<file path="config.mk">
export PLATFORM = sky130hd
export DESIGN_NAME = l2_wb_line_responder
export DESIGN_NICKNAME = d
export VERILOG_FILES = /design/src/rtl/l2_wb_line_responder.sv
export SDC_FILE = /design/constraint.sdc
export NUM_CORES = 1
export LEC_CHECK = 0
export CORE_MARGIN = 2
export CORE_UTILIZATION = 40
export CTS_BUF_LIST = sky130_fd_sc_hd__clkbuf_4
export CTS_CLUSTER_DIAMETER = 200
export CTS_CLUSTER_SIZE = 8
export DETAILED_ROUTE_END_ITERATION = 6
export GPL_ROUTABILITY_DRIVEN = 0
export PLACE_DENSITY = 0.78
export SLEW_MARGIN = 5
export SYNTH_ARGS = -nofsm -noshare
export SYNTH_HDL_FRONTEND = slang
export SYNTH_SLANG_ARGS = --single-unit
</file>
<file path="constraint.sdc">
create_clock -name clk -period 24.4 [get_ports clk]
set_clock_uncertainty 0.05 [all_clocks]
set_input_delay 2.44 -clock clk [delete_from_list [all_inputs] [get_ports clk]]
set_output_delay 2.44 -clock clk [all_outputs]
set_load 0.03 [all_outputs]
</file>
<file path="src/rtl/l2_wb_line_responder.sv">
// l2_wb_line_responder
// Wishbone slave that terminates the L1->L2 master port of the cache
// interconnect. It keeps one 128-bit write-back line buffer. A request that
// hits is answered from the buffer. A miss first writes back the dirty line if
// there is one, then fills from physical memory. A full-line write needs no
// fill and is merged directly.
//
// Ports:
//   clk, rst        clock, synchronous active-high reset
//   CYC, STB, WE    wishbone cycle, strobe, write enable
//   SEL, ADR, DAT_M byte enables, byte address (low offset bits ignored), write line
//   DAT_S, ACK, RTY read line, single-cycle registered ack, retry (always 0)
//   pmem_*          physical memory read/write/resp handshake, line-aligned address
module l2_wb_line_responder #(
  parameter int ADDR_WIDTH = 16,
  parameter int LINE_WIDTH = 128
) (
  input  logic                    clk,
  input  logic                    rst,
  input  logic                    CYC,
  input  logic                    STB,
  input  logic                    WE,
  input  logic [LINE_WIDTH/8-1:0] SEL,
  input  logic [ADDR_WIDTH-1:0]   ADR,
  input  logic [LINE_WIDTH-1:0]   DAT_M,
  output logic [LINE_WIDTH-1:0]   DAT_S,
  output logic                    ACK,
  output logic                    RTY,
  output logic                    pmem_read,
  output logic                    pmem_write,
  output logic [ADDR_WIDTH-1:0]   pmem_address,
  output logic [LINE_WIDTH-1:0]   pmem_wdata,
  input  logic [LINE_WIDTH-1:0]   pmem_rdata,
  input  logic                    pmem_resp
);

  localparam int SEL_W = LINE_WIDTH / 8;
  localparam int OFF_W = $clog2(SEL_W);
  localparam int TAG_W = ADDR_WIDTH - OFF_W;

  typedef enum logic [2:0] {
    S_IDLE,
    S_WRITEBACK,
    S_FILL,
    S_RESPOND,
    S_ACK,
    S_COOLDOWN
  } state_t;

  state_t                 state;

  // Line buffer
  logic [LINE_WIDTH-1:0]  line_buf;
  logic [TAG_W-1:0]       line_tag;
  logic                   line_valid;
  logic                   line_dirty;

  // Latched request
  logic [TAG_W-1:0]       req_tag;
  logic                   req_we;
  logic [SEL_W-1:0]       req_sel;
  logic [LINE_WIDTH-1:0]  req_data;
  // Cleared once the master drops CYC mid-request; such a request gets no ACK.
  logic                   req_live;

  logic [TAG_W-1:0]       adr_tag;
  logic                   req_full;
  logic                   live_now;

  assign adr_tag  = ADR[ADDR_WIDTH-1:OFF_W];
  assign req_full = req_we && (req_sel == {SEL_W{1'b1}});
  assign live_now = req_live && CYC;
  assign RTY      = 1'b0;

  function automatic logic [LINE_WIDTH-1:0] merge_bytes(
    input logic [LINE_WIDTH-1:0] old_line,
    input logic [LINE_WIDTH-1:0] new_line,
    input logic [SEL_W-1:0]      sel
  );
    logic [LINE_WIDTH-1:0] res;
    res = old_line;
    for (int i = 0; i < SEL_W; i++) begin
      if (sel[i]) res[i*8 +: 8] = new_line[i*8 +: 8];
    end
    return res;
  endfunction

  always_ff @(posedge clk) begin
    if (rst) begin
      state        <= S_IDLE;
      ACK          <= 1'b0;
      DAT_S        <= '0;
      pmem_read    <= 1'b0;
      pmem_write   <= 1'b0;
      pmem_address <= '0;
      pmem_wdata   <= '0;
      line_valid   <= 1'b0;
      line_dirty   <= 1'b0;
      req_live     <= 1'b0;
    end else begin
      case (state)
        S_IDLE: begin
          if (CYC && STB) begin
            req_tag  <= adr_tag;
            req_we   <= WE;
            req_sel  <= SEL;
            req_data <= DAT_M;
            req_live <= 1'b1;
            if (line_valid && (line_tag == adr_tag)) begin
              state <= S_RESPOND;
            end else if (line_valid && line_dirty) begin
              state        <= S_WRITEBACK;
              pmem_write   <= 1'b1;
              pmem_address <= {line_tag, {OFF_W{1'b0}}};
              pmem_wdata   <= line_buf;
            end else if (WE && (SEL == {SEL_W{1'b1}})) begin
              // Whole line is overwritten, so the old contents are never needed.
              state <= S_RESPOND;
            end else begin
              state        <= S_FILL;
              pmem_read    <= 1'b1;
              pmem_address <= {adr_tag, {OFF_W{1'b0}}};
            end
          end
        end

        S_WRITEBACK: begin
          if (!CYC) req_live <= 1'b0;
          if (pmem_resp) begin
            pmem_write <= 1'b0;
            line_dirty <= 1'b0;
            if (!live_now) begin
              state <= S_IDLE;
            end else if (req_full) begin
              state <= S_RESPOND;
            end else begin
              // Read strobe rises on the same edge the write strobe falls.
              state        <= S_FILL;
              pmem_read    <= 1'b1;
              pmem_address <= {req_tag, {OFF_W{1'b0}}};
            end
          end
        end

        S_FILL: begin
          if (!CYC) req_live <= 1'b0;
          if (pmem_resp) begin
            pmem_read  <= 1'b0;
            line_buf   <= pmem_rdata;
            line_tag   <= req_tag;
            line_valid <= 1'b1;
            line_dirty <= 1'b0;
            state      <= live_now ? S_RESPOND : S_IDLE;
          end
        end

        S_RESPOND: begin
          // The buffer update happens even if the master has given up.
          if (req_we) begin
            line_buf   <= merge_bytes(line_buf, req_data, req_sel);
            line_tag   <= req_tag;
            line_valid <= 1'b1;
            line_dirty <= 1'b1;
          end
          if (live_now) begin
            if (!req_we) DAT_S <= line_buf;
            ACK   <= 1'b1;
            state <= S_ACK;
          end else begin
            state <= S_IDLE;
          end
        end

        S_ACK: begin
          ACK   <= 1'b0;
          state <= S_COOLDOWN;
        end

        // The master is still dropping its held strobe; ignore it for one cycle.
        S_COOLDOWN: begin
          state <= S_IDLE;
        end

        default: begin
          state <= S_IDLE;
        end
      endcase
    end
  end

endmodule

</file>
; Word-level counts from Yosys, hierarchy flattened
; Cells that the tools add are included.
[classes]
add_sub_neg = 0
multipliers = 0
div = 0
order_cmp = 0
eq_ne = 37
shift = 0
muxes = 63
bitwise_logic = 3
reduce_logical = 42
[ops]
columns = cell, count
row1 = $mux 128, 2
row2 = $pmux 128 s2, 1
row3 = $mux 8, 16
row4 = $mux 16, 7
row5 = $reduce_and 5->1, 17
row6 = $ne 2x2->1 const B, 28
row7 = $eq 16x16->1 const B, 2
row8 = $pmux 16 s2, 1
row9 = $mux 12, 2
row10 = $pmux 12 s2, 1
row11 = $mux 1, 18
row12 = $reduce_and 3->1, 6
row13 = $pmux 3 s5, 1
row14 = $eq 12x12->1, 1
row15 = $mux 3, 4
row16 = $pmux 1 s2, 5
row17 = $reduce_bool 2->1, 5
row18 = $reduce_and 9->1, 1
row19 = $mux 2, 4
row20 = $reduce_and 4->1, 2
row21 = $reduce_and 7->1, 1
row22 = $eq 3x2->1 const B, 2
row23 = $logic_and 1x1->1, 6
row24 = $eq 3x1->1 const B, 1
row25 = other kinds (9), 11
[totals]
ff_bits = 578
latch_bits = 0
ram_bits = 0
romBits = 0
input_bits = 294
out_inout_bits = 276
elab_cells = 176
n_memories = 0

; Depth between registers and ports, before layout
; Gate-level depths: netlist of run 1.
[logic_depth]
ltp_word = 7
depth_mapped = 8

; Worst setup path before layout of run 1
; Ideal clock, no wire load.
[synth_timing]
path_kind = input-to-reg
from = input CYC
to = register pmem_write
arrival_time_ps = 10210
path_slack_ps = 14040
path_stages = 5
n_path_buf = 1
cell_sequence = clkbuf_1 nand3_1 nor2_1 nand4_1 o211ai_2
[synth_via]
elab_chain_cells = 3
[synth_rtl]
columns = item, line_no
row1 = start: declaration, 20  ; input logic CYC,
row2 = $logic_and 1x1->1, 103  ; if (CYC && STB) begin
row3 = $ne 2x2->1 (no source line), n/a
row4 = $reduce_and 5->1 (no source line), n/a
row5 = end signal: assignment, 94  ; pmem_write <= 1'b0;
row6 = end signal: assignment, 113  ; pmem_write <= 1'b1;
row7 = end signal: assignment, 130  ; pmem_write <= 1'b0;
row8 = end: declaration, 30  ; output logic pmem_write,
; No other way between the ends.
; A chain may end at the register's enable or synchronous reset.

; Worst setup path in the final report of run 1
[layout_timing]
from = input CYC
to = register req_data[73] (enable)
[layout_via]
elab_chain_cells = 2
[layout_rtl]
columns = item, line_no
row1 = $logic_and 1x1->1, 103
row2 = $reduce_and 3->1 (no source line), n/a
row3 = end signal: assignment, 107  ; req_data <= DAT_M;
row4 = end: declaration, 62  ; logic [LINE_WIDTH-1:0] req_data;
; No other way between the ends.

==> reports/qor.yml, run 1 <==
timing:
  layout_setup_ws_ns: 18.79
  rsz0062_at_grt: "no"
  min_period_ns: 5.612
  hold_violations: 0
  setup_viol: 0
  fin_crit_sh_pct: 23.00
  slew_viol_final: 0
  slew_headroom_pct: 21.24
  finalSetupTns_ns: 0
  tightest_slew_ns: 1.181
  fmaxAchievable_mhz: 178.2
finish:
  multi_input_area_um2: 6536
  layout_commonest_cell: "clkdlybuf4s50_1"
  register_area_um2: 14460
  syn_to_final_growth_pct: 33.76
  utilization_pct: 53.86
  fillers: 4528
  final_nets: 2620
  drive_gt1_share_pct: 12.79
  final_cell_mix: "clkdlybuf4s50_1, nand2_1, edfxtp_1"
die:
  initial_utilization_pct: 40.26
  dieArea_um2: 55830
  die_w_um: 236.3
  die_h_um: 236.3
  fp.coreArea_um2: 53600
  ios: 570
  num_rows: 85
drt:
  drc: 0
  met3_length_um: 4061
  firstDrtPassIters: 5
  wirelength_um: 61610
  wl_met1_um: 24290
  routed_via_density: 5.015
  routed-wl-met2_um: 31070
  drt_iter0_drc: 732
  drtAntennaViolNets: 0
  top_layer_used: "met5"
  wl_per_cell_um: 19.89
  vias: 15540
setup_path:
  path_buf_inv: 3
  critPathMaxStageDelay_ns: 0.99
  critical_path_class: "in2reg"
  start_kind: "input port"
  critical_path.top_delay_family: "buffers and inverters"
  worstPathArrival_ns: 5.98
  crit_chain: "clkdlybuf4s50_1, nand3_1, nor2_4, buf_4, buf_4"
  cp_slowest_cell: "buf_4"
  crit_top_cell: "buf_4"
  cp_max_fo: 81
  cp.required_ns: 24.77
  end_kind: "register"
cts:
  clkSinkCount: 574
  ctsHtreeMaxLevel: 3
  cts_tree: "done"
  cts_resized: 0
  root_buffer: "clkbuf_4"
  numCtsBuffers: 81
  clockBufferDepth: 3
  clkTransAtPathRegs_ns: 0.10
  cts_hold_buf: 0
  clk_latency_ns: 0.85
  post_cts_buffers: 0
global_route:
  grt_pass1_wl_um: 91940
  grt_max_degree: 113
  grt.overflow.total: 0
  grt_pass1_vias: 15610
  grt_usage_pct: 21.42
  antenna_found_initial: 16
yosys:
  synth.area.mux_share_pct: 13.22
  netlist_instances: 1788
  yosys.area.top_type_share_pct: 41.32
  synthXorXnorAreaFrac_pct: 0.4870
  avgSynthCellArea_um2: 12.07
  netlist.top_cell.by_area: "edfxtp_1"
  synth.area.top_cells: "edfxtp_1, dfxtp_1, nand2_1"
  synth_fa_ha_area_share_pct: 0
  synthDistinctLibCells: 43
  synth_edf_count: 297
  syn_area_um2: 21580
  yosys_warnings: 0
  yosys.area_share.simple_pct: 11.39
  synthArstFlopShare_pct: 0
  synth_ff_type: "edfxtp_1"
  synth-compound-area-share_pct: 4.934
  synth_top_family_by_area: "multiplexers"
  ys_ff_latch: 574
  yosysSeqAreaShare_pct: 67.02
power_and_ir_drop:
  p_leak_nw: 9.677
  ir_drop_uv: 46.49
  power-per-cell-area_nw_per_um2: 61.76
min_path:
  hp-class: "reg2reg"
placed_design:
  dpl.hpwl_um: 42330
  pre_cts_ws_ns: 17.85
  io_buffer_count: 560
run:
  drv_cap: 0
status:
  status: "completed"
## per-layer routing
| layer | vias up | global-route usage, % |
|---|---|---|
| li1 | 7306 | - |
| met1 | 7492 | 25.40 |
| met2 | 584 | 37.04 |
| met3 | 144 | 5.407 |
| met4 | 10 | 8.803 |
| met5 | - | 0 |
## sequential cells by signal (all words and copies together), names as in the netlist
name / flops
pmem_wdata: 128
req_we: 1
ACK: 1
req_tag: 12
line_tag: 12
pmem_read: 1
line_buf: 128
DAT_S: 128
req_sel: 16
state: 3
pmem_address: 12
req_data: 128
line_valid: 1
line_dirty: 1
req_live: 1
pmem_write: 1
## Yosys cell counts, types with 2 or more instances
cell type,instances
mux2_2,129
clkbuf_1,86
nand2b_1,6
nor3_1,3
a31o_2,2
o21a_1,15
and3_1,2
mux2i_1,140
and2_1,2
o22a_1,2
or3_1,2
nand2_1,548
xnor2_1,12
nand3_1,32
inv_1,3
o21ai_0,6
dfxtp_1,277
a21oi_1,137
o211ai_1,13
nor2_1,4
nand4_1,11
nor2b_1,2
buf_2,20
o211ai_2,2
buf_4,5
edfxtp_1,297
buf_6,14
## worst paths after layout
path / from / to / slack [ns] / cells past startpoint
worst max-delay path: CYC / req_data[73]$_DFFE_PP_ / 18.79 / 5
worst min-delay path: req_tag[10]$_DFFE_PP_ / line_tag[10]$_DFFE_PP_ / 0.40 / 0
worst max register to register: state[1]$_SDFFE_PP0P_ / req_data[73]$_DFFE_PP_ / 20.36 / 5
worst min register to register: req_tag[10]$_DFFE_PP_ / line_tag[10]$_DFFE_PP_ / 0.40 / 0
## cells by family (layout without fill, tap and decap cells)
group,Yosys count,after routing
AO/OA/AOI/OAI,186,186
buffers and inverters,129,729
multiplexers,269,269
XOR/XNOR,12,12
other,1,15
AND/OR/NAND/NOR,617,617
flip-flops,574,574
## through the flow
stage | cell area [µm²] | std cells | total power [mW] | hold slack [ns]
after floorplan | 21600 | 1792 | 1.091 | 0.3770
after global placement | 27620 | 2939 | 1.151 | 0.3847
after detailed placement | 27620 | 2939 | 1.154 | 0.3866
after CTS | 28840 | 3088 | 1.806 | 0.3933
after global routing | 28870 | 3097 | 1.851 | 0.4178
final | 28870 | 3098 | 1.783 | 0.3978
## report_power, final
group          switching [mW]  total, mW  internal (mW)
Combinational          0.0424     0.0991         0.0567
Sequential            0.00562       1.03           1.03
Clock                   0.337      0.651          0.314
Total                   0.385       1.78           1.40
## worst reg2reg max path, cell delays in order, from the launching register on
cell and delay [ns]:
dfxtp_1 0.52, nor3_1 0.29, nand3_1 0.33, nor2_4 0.57
buf_4 0.78, buf_4 1.02
## area by class of cell
cell class | instances | share of cell area, %
antenna | 10 | 0.08668
timing repair buffer | 576 | 19.82
clock inverter | 6 | 0.5331
tap | 696 | 3.017
inverter | 4 | 0.07801
clock buffer | 143 | 3.719
sequential | 574 | 50.10
multi-input combinational | 1089 | 22.64
Power figures use the tool's default switching activity.
==> inputs of run 2 (changes only) <==
- clock period: 24.4 -> 5.6 ns (I/O delays scaled with it)
==> reports/qor.yml, run 2 (synthesis results as in run 1) <==
timing:
  slew_viol_final: 0
  finalSetupTns_ns: 0
  tightest_slew_ns: 1.214
  whs_ns: 0.2048
  slew_headroom_pct: 19.07
  setup_viol: 0
  min_period_ns: 3.648
  fin_crit_sh_pct: 65.14
  hold_violations: 0
  fmaxAchievable_mhz: 274.1
  rsz0062_at_grt: "no"
min_path:
  hp-class: "in2reg"
  min_from: "DAT_M[4]"
  min_path_cells: 1
setup_path:
  cp_max_fo: 80
  cp.required_ns: 6.01
  start_kind: "register"
  cp_slowest_cell: "buf_4"
  end_kind: "register"
  critical_path_class: "reg2reg"
  r2r_start: "state[2]$_SDFFE_PP0P_"
  worstPathArrival_ns: 4.05
  ff2ff_path_depth: 4
  crit_path_start: "state[2]$_SDFFE_PP0P_"
  critPathMaxStageDelay_ns: 0.91
  crit_chain: "nor2b_1, nand2_4, buf_4, o21a_1"
cts:
  cts_tree: "done"
  clkSinkCount: 574
  numCtsBuffers: 81
  cts_resized: 0
  clockBufferDepth: 3
  ctsHtreeMaxLevel: 3
  root_buffer: "clkbuf_4"
  cts_hold_buf: 0
  clkTransAtPathRegs_ns: 0.13
  clk_latency_ns: 0.85
  post_cts_buffers: 0
global_route:
  grt_pass1_vias: 16220
  grt.overflow.total: 0
  antenna_found_initial: 6
  grt_usage_pct: 21.96
  grt_pass1_wl_um: 94560
  grt_max_degree: 129
power_and_ir_drop:
  ir_drop_uv: 160.0
  power.total_mw: 7.604
  power-per-cell-area_nw_per_um2: 263.8
  p_leak_nw: 9.638
die:
  ios: 570
  initial_utilization_pct: 40.26
  die_w_um: 236.3
  num_rows: 85
  die_h_um: 236.3
  fp.coreArea_um2: 53600
  dieArea_um2: 55830
status:
  status: "completed"
finish:
  utilization_pct: 53.77
  layout_commonest_cell: "clkdlybuf4s50_1"
  syn_to_final_growth_pct: 33.54
  drive_gt1_share_pct: 12.65
  fillers: 4487
  final_cell_mix: "clkdlybuf4s50_1, nand2_1, edfxtp_1"
  final_nets: 2619
drt:
  drt_iter0_drc: 892
  wl_per_cell_um: 20.25
  routed_via_density: 5.063
  wirelength_um: 62610
  drtAntennaViolNets: 0
  drc: 0
  vias: 15660
  firstDrtPassIters: 5
placed_design:
  io_buffer_count: 560
  dpl.hpwl_um: 43100
run:
  drv_cap: 0
==> run 2: cell types whose count changed in the layout (fill, tap and decap cells not counted), sizes merged <==
cell	change
diode	-2
bufinv	-3
clkbuf	-3
clkinvlp	+1
inv	+2
buf	-1
==> run 2: power by group <==
| part | switching, mW | internal [mW] | total, mW |
|---|---|---|---|
| sequential | 0.0249 | 4.47 | 4.50 |
| clock | 1.47 | 1.21 | 2.67 |
| combinational | 0.185 | 0.248 | 0.432 |
==> run 2: worst paths after layout <==
kind | slack, ns | end
worst max-delay path | 1.95 | line_buf[121]$_DFFE_PP_
worst min-delay path | 0.20 | req_data[4]$_DFFE_PP_
worst max register to register | 1.95 | line_buf[121]$_DFFE_PP_
worst min register to register | 0.41 | DAT_S[37]$_SDFFE_PP0P_
==> run 2: area by class of cell <==
class	count	area, µm²	share of cell area (%)
diodes	8	20.02	0.06946
repair buffers	575	5778	20.05
inverters	4	22.52	0.07814
well taps	696	870.8	3.021
flip-flops and latches	574	14460	50.18
multi-input cells	1089	6536	22.68
clock inverters	6	78.83	0.2735
clock buffers	140	1051	3.647
==> run 2: layer usage <==
layer | share of wire [%] | global-route usage, %
met5 | 0.021 | 0
met4 | 4.1 | 9.954
met3 | 6.6 | 5.336
met2 | 50 | 37.75
met1 | 39 | 26.00
==> run 2: worst max-delay path, delay by kind of cell (launching register included) <==
| family | cells | cell delay (ns) |
|---|---|---|
| buffers and inverters | 1 | 0.91 |
| and+or+nand+nor | 2 | 0.92 |
| AOI/OAI and AO/OA | 1 | 0.56 |
| DFF | 1 | 0.65 |
==> run 2: metrics by stage <==
| step | setup slack, ns | instance area, µm² | std cells |
|---|---|---|---|
| floorplan | 1.640 | 21600 | 1792 |
| global placement | 2.075 | 27670 | 2938 |
| detailed placement | 1.955 | 27670 | 2938 |
| CTS | 1.902 | 28800 | 3084 |
| global route | 1.729 | 28820 | 3092 |
| finish | 1.952 | 28820 | 3092 |
==> inputs of run 3 (changes only) <==
- clock period: 5.6 -> 3.7 ns (I/O delays scaled with it)
==> reports/qor.yml, run 3 (synthesis results as in run 1) <==
setup_path:
  r2r_start: "state[0]$_SDFFE_PP0P_"
  reg2reg_slack_ns: 0.96
  worstPathArrival_ns: 3.41
  ff2ff_path_depth: 6
  critical_path_class: "reg2reg"
  critPathMaxStageDelay_ns: 0.78
  crit_chain: "or3b_1, nor4_2, a21oi_1, o211ai_2, buf_4, mux2i_1"
  end_kind: "register"
  cp.required_ns: 4.37
  cp_slowest_cell: "or3b_1"
  rr_endpoint: "pmem_address[7]$_SDFFE_PP0P_"
  start_kind: "register"
  cp_max_fo: 26
cts:
  ctsHtreeMaxLevel: 3
  clkSinkCount: 574
  clockBufferDepth: 3
  cts_tree: "done"
  post_cts_buffers: 0
  root_buffer: "clkbuf_4"
  clk_latency_ns: 0.81
  clkTransAtPathRegs_ns: 0.12
  numCtsBuffers: 81
drt:
  firstDrtPassIters: 7
  drt_iter0_drc: 837
  vias: 16210
  drc: 2
  wirelength_um: 64510
  wl_per_cell_um: 19.97
  drtAntennaViolNets: 0
  routed_via_density: 5.018
finish:
  final_nets: 2756
  layout_commonest_cell: "clkdlybuf4s50_1"
  final_area_um2: 30220
  syn_to_final_growth_pct: 40.03
  drive_gt1_share_pct: 12.09
  fillers: 4284
  register_area_um2: 14460
  multi_input_area_um2: 6546
  final_cell_mix: "clkdlybuf4s50_1, nand2_1, edfxtp_1"
global_route:
  grt_pass1_wl_um: 97530
  antenna_found_initial: 15
  grt.overflow.total: 0
  grt_max_degree: 160
  grt_pass1_vias: 16560
  grt_usage_pct: 22.53
timing:
  min_period_ns: 2.744
  setup_viol: 0
  tightest_slew_ns: 1.077
  hold_violations: 0
  fmaxAchievable_mhz: 364.5
  slew_headroom_pct: 28.21
  finalSetupTns_ns: 0
  fin_crit_sh_pct: 74.15
  whs_ns: 0.09535
  slew_viol_final: 0
  rsz0062_at_grt: "no"
min_path:
  holdPathEnd: "req_data[113]$_DFFE_PP_"
  hp-class: "in2reg"
  min_path_cells: 1
  min_from: "DAT_M[113]"
die:
  die_h_um: 236.3
  num_rows: 85
  fp.coreArea_um2: 53600
  die_w_um: 236.3
  ios: 570
  dieArea_um2: 55830
  initial_utilization_pct: 40.26
power_and_ir_drop:
  p_leak_nw: 10.22
  ir_drop_uv: 345.2
  power.total_mw: 11.61
  power-per-cell-area_nw_per_um2: 384.2
placed_design:
  dpl.hpwl_um: 42220
  place_area_um2: 27750
  io_buffer_count: 560
status:
  violations: "DRC"
  status: "finished with violations"
run:
  drv_cap: 0
==> run 3: worst max-delay path by stage <==
stage / endpoint / from / slack, ns
floorplan: pmem_write$_SDFFE_PP0P_ / state[0]$_SDFFE_PP0P_ / 0.01
global placement: pmem_wdata[4]$_SDFFE_PP0P_ / ADR[11] / 0.94
detailed placement: pmem_wdata[13]$_SDFFE_PP0P_ / ADR[13] / 0.91
CTS: pmem_address[14]$_SDFFE_PP0P_ / state[0]$_SDFFE_PP0P_ / 0.98
global route: pmem_address[13]$_SDFFE_PP0P_ / state[0]$_SDFFE_PP0P_ / 0.78
finish: pmem_address[7]$_SDFFE_PP0P_ / state[0]$_SDFFE_PP0P_ / 0.96
==> run 3: final cells by class <==
| type | count | area share (%) |
|---|---|---|
| sequential | 574 | 47.86 |
| timing repair buffer | 712 | 23.75 |
| multi-input combinational | 1089 | 21.66 |
| clock buffer | 137 | 3.403 |
| tap | 696 | 2.882 |
| clock inverter | 6 | 0.2608 |
| antenna | 13 | 0.1076 |
| inverter | 4 | 0.07452 |
==> run 3: through the flow <==
stage / util [%] / worst slack, ns / instances
2_1_floorplan: - / 0.01389 / 1792
3_3_place_gp: 51.77 / 0.9419 / 2942
3_5_place_dp: 51.77 / 0.9071 / 2942
4_1_cts: 56.30 / 0.9750 / 3217
5_1_grt: 56.38 / 0.7765 / 3231
6_report: 56.38 / 0.9565 / 3231
==> run 3: power by group <==
| group | switching (mW) | internal (mW) | total (mW) |
|---|---|---|---|
| Sequential | 0.0358 | 6.77 | 6.80 |
| Clock | 2.22 | 1.80 | 4.02 |
| Combinational | 0.316 | 0.472 | 0.788 |
| Total | 2.57 | 9.04 | 11.6 |
==> run 3: what timing repair did <==
item / CTS / global route
endpoints found under the hold margin: 141 / 1
gates resized for setup: 0 / 0
hold buffers: 132 / 1
==> run 3: metal layers <==
metal,GRT usage [%],routed length [µm],vias to the layer above
met2,38.57,32140,645
li1,-,-,7570
met3,5.734,4400,164
met1,26.25,25110,7828
met5,0,42,-
met4,11.24,2810,6
==> run 3: worst max-delay path: cells and delay by family, from the launching register on <==
family	cells	cell delay, ns
AND/OR/NAND/NOR	2	1.21
AO/OA/AOI/OAI	2	0.22
flip-flops	1	0.67
buffers and inverters	1	0.27
multiplexers	1	0.21
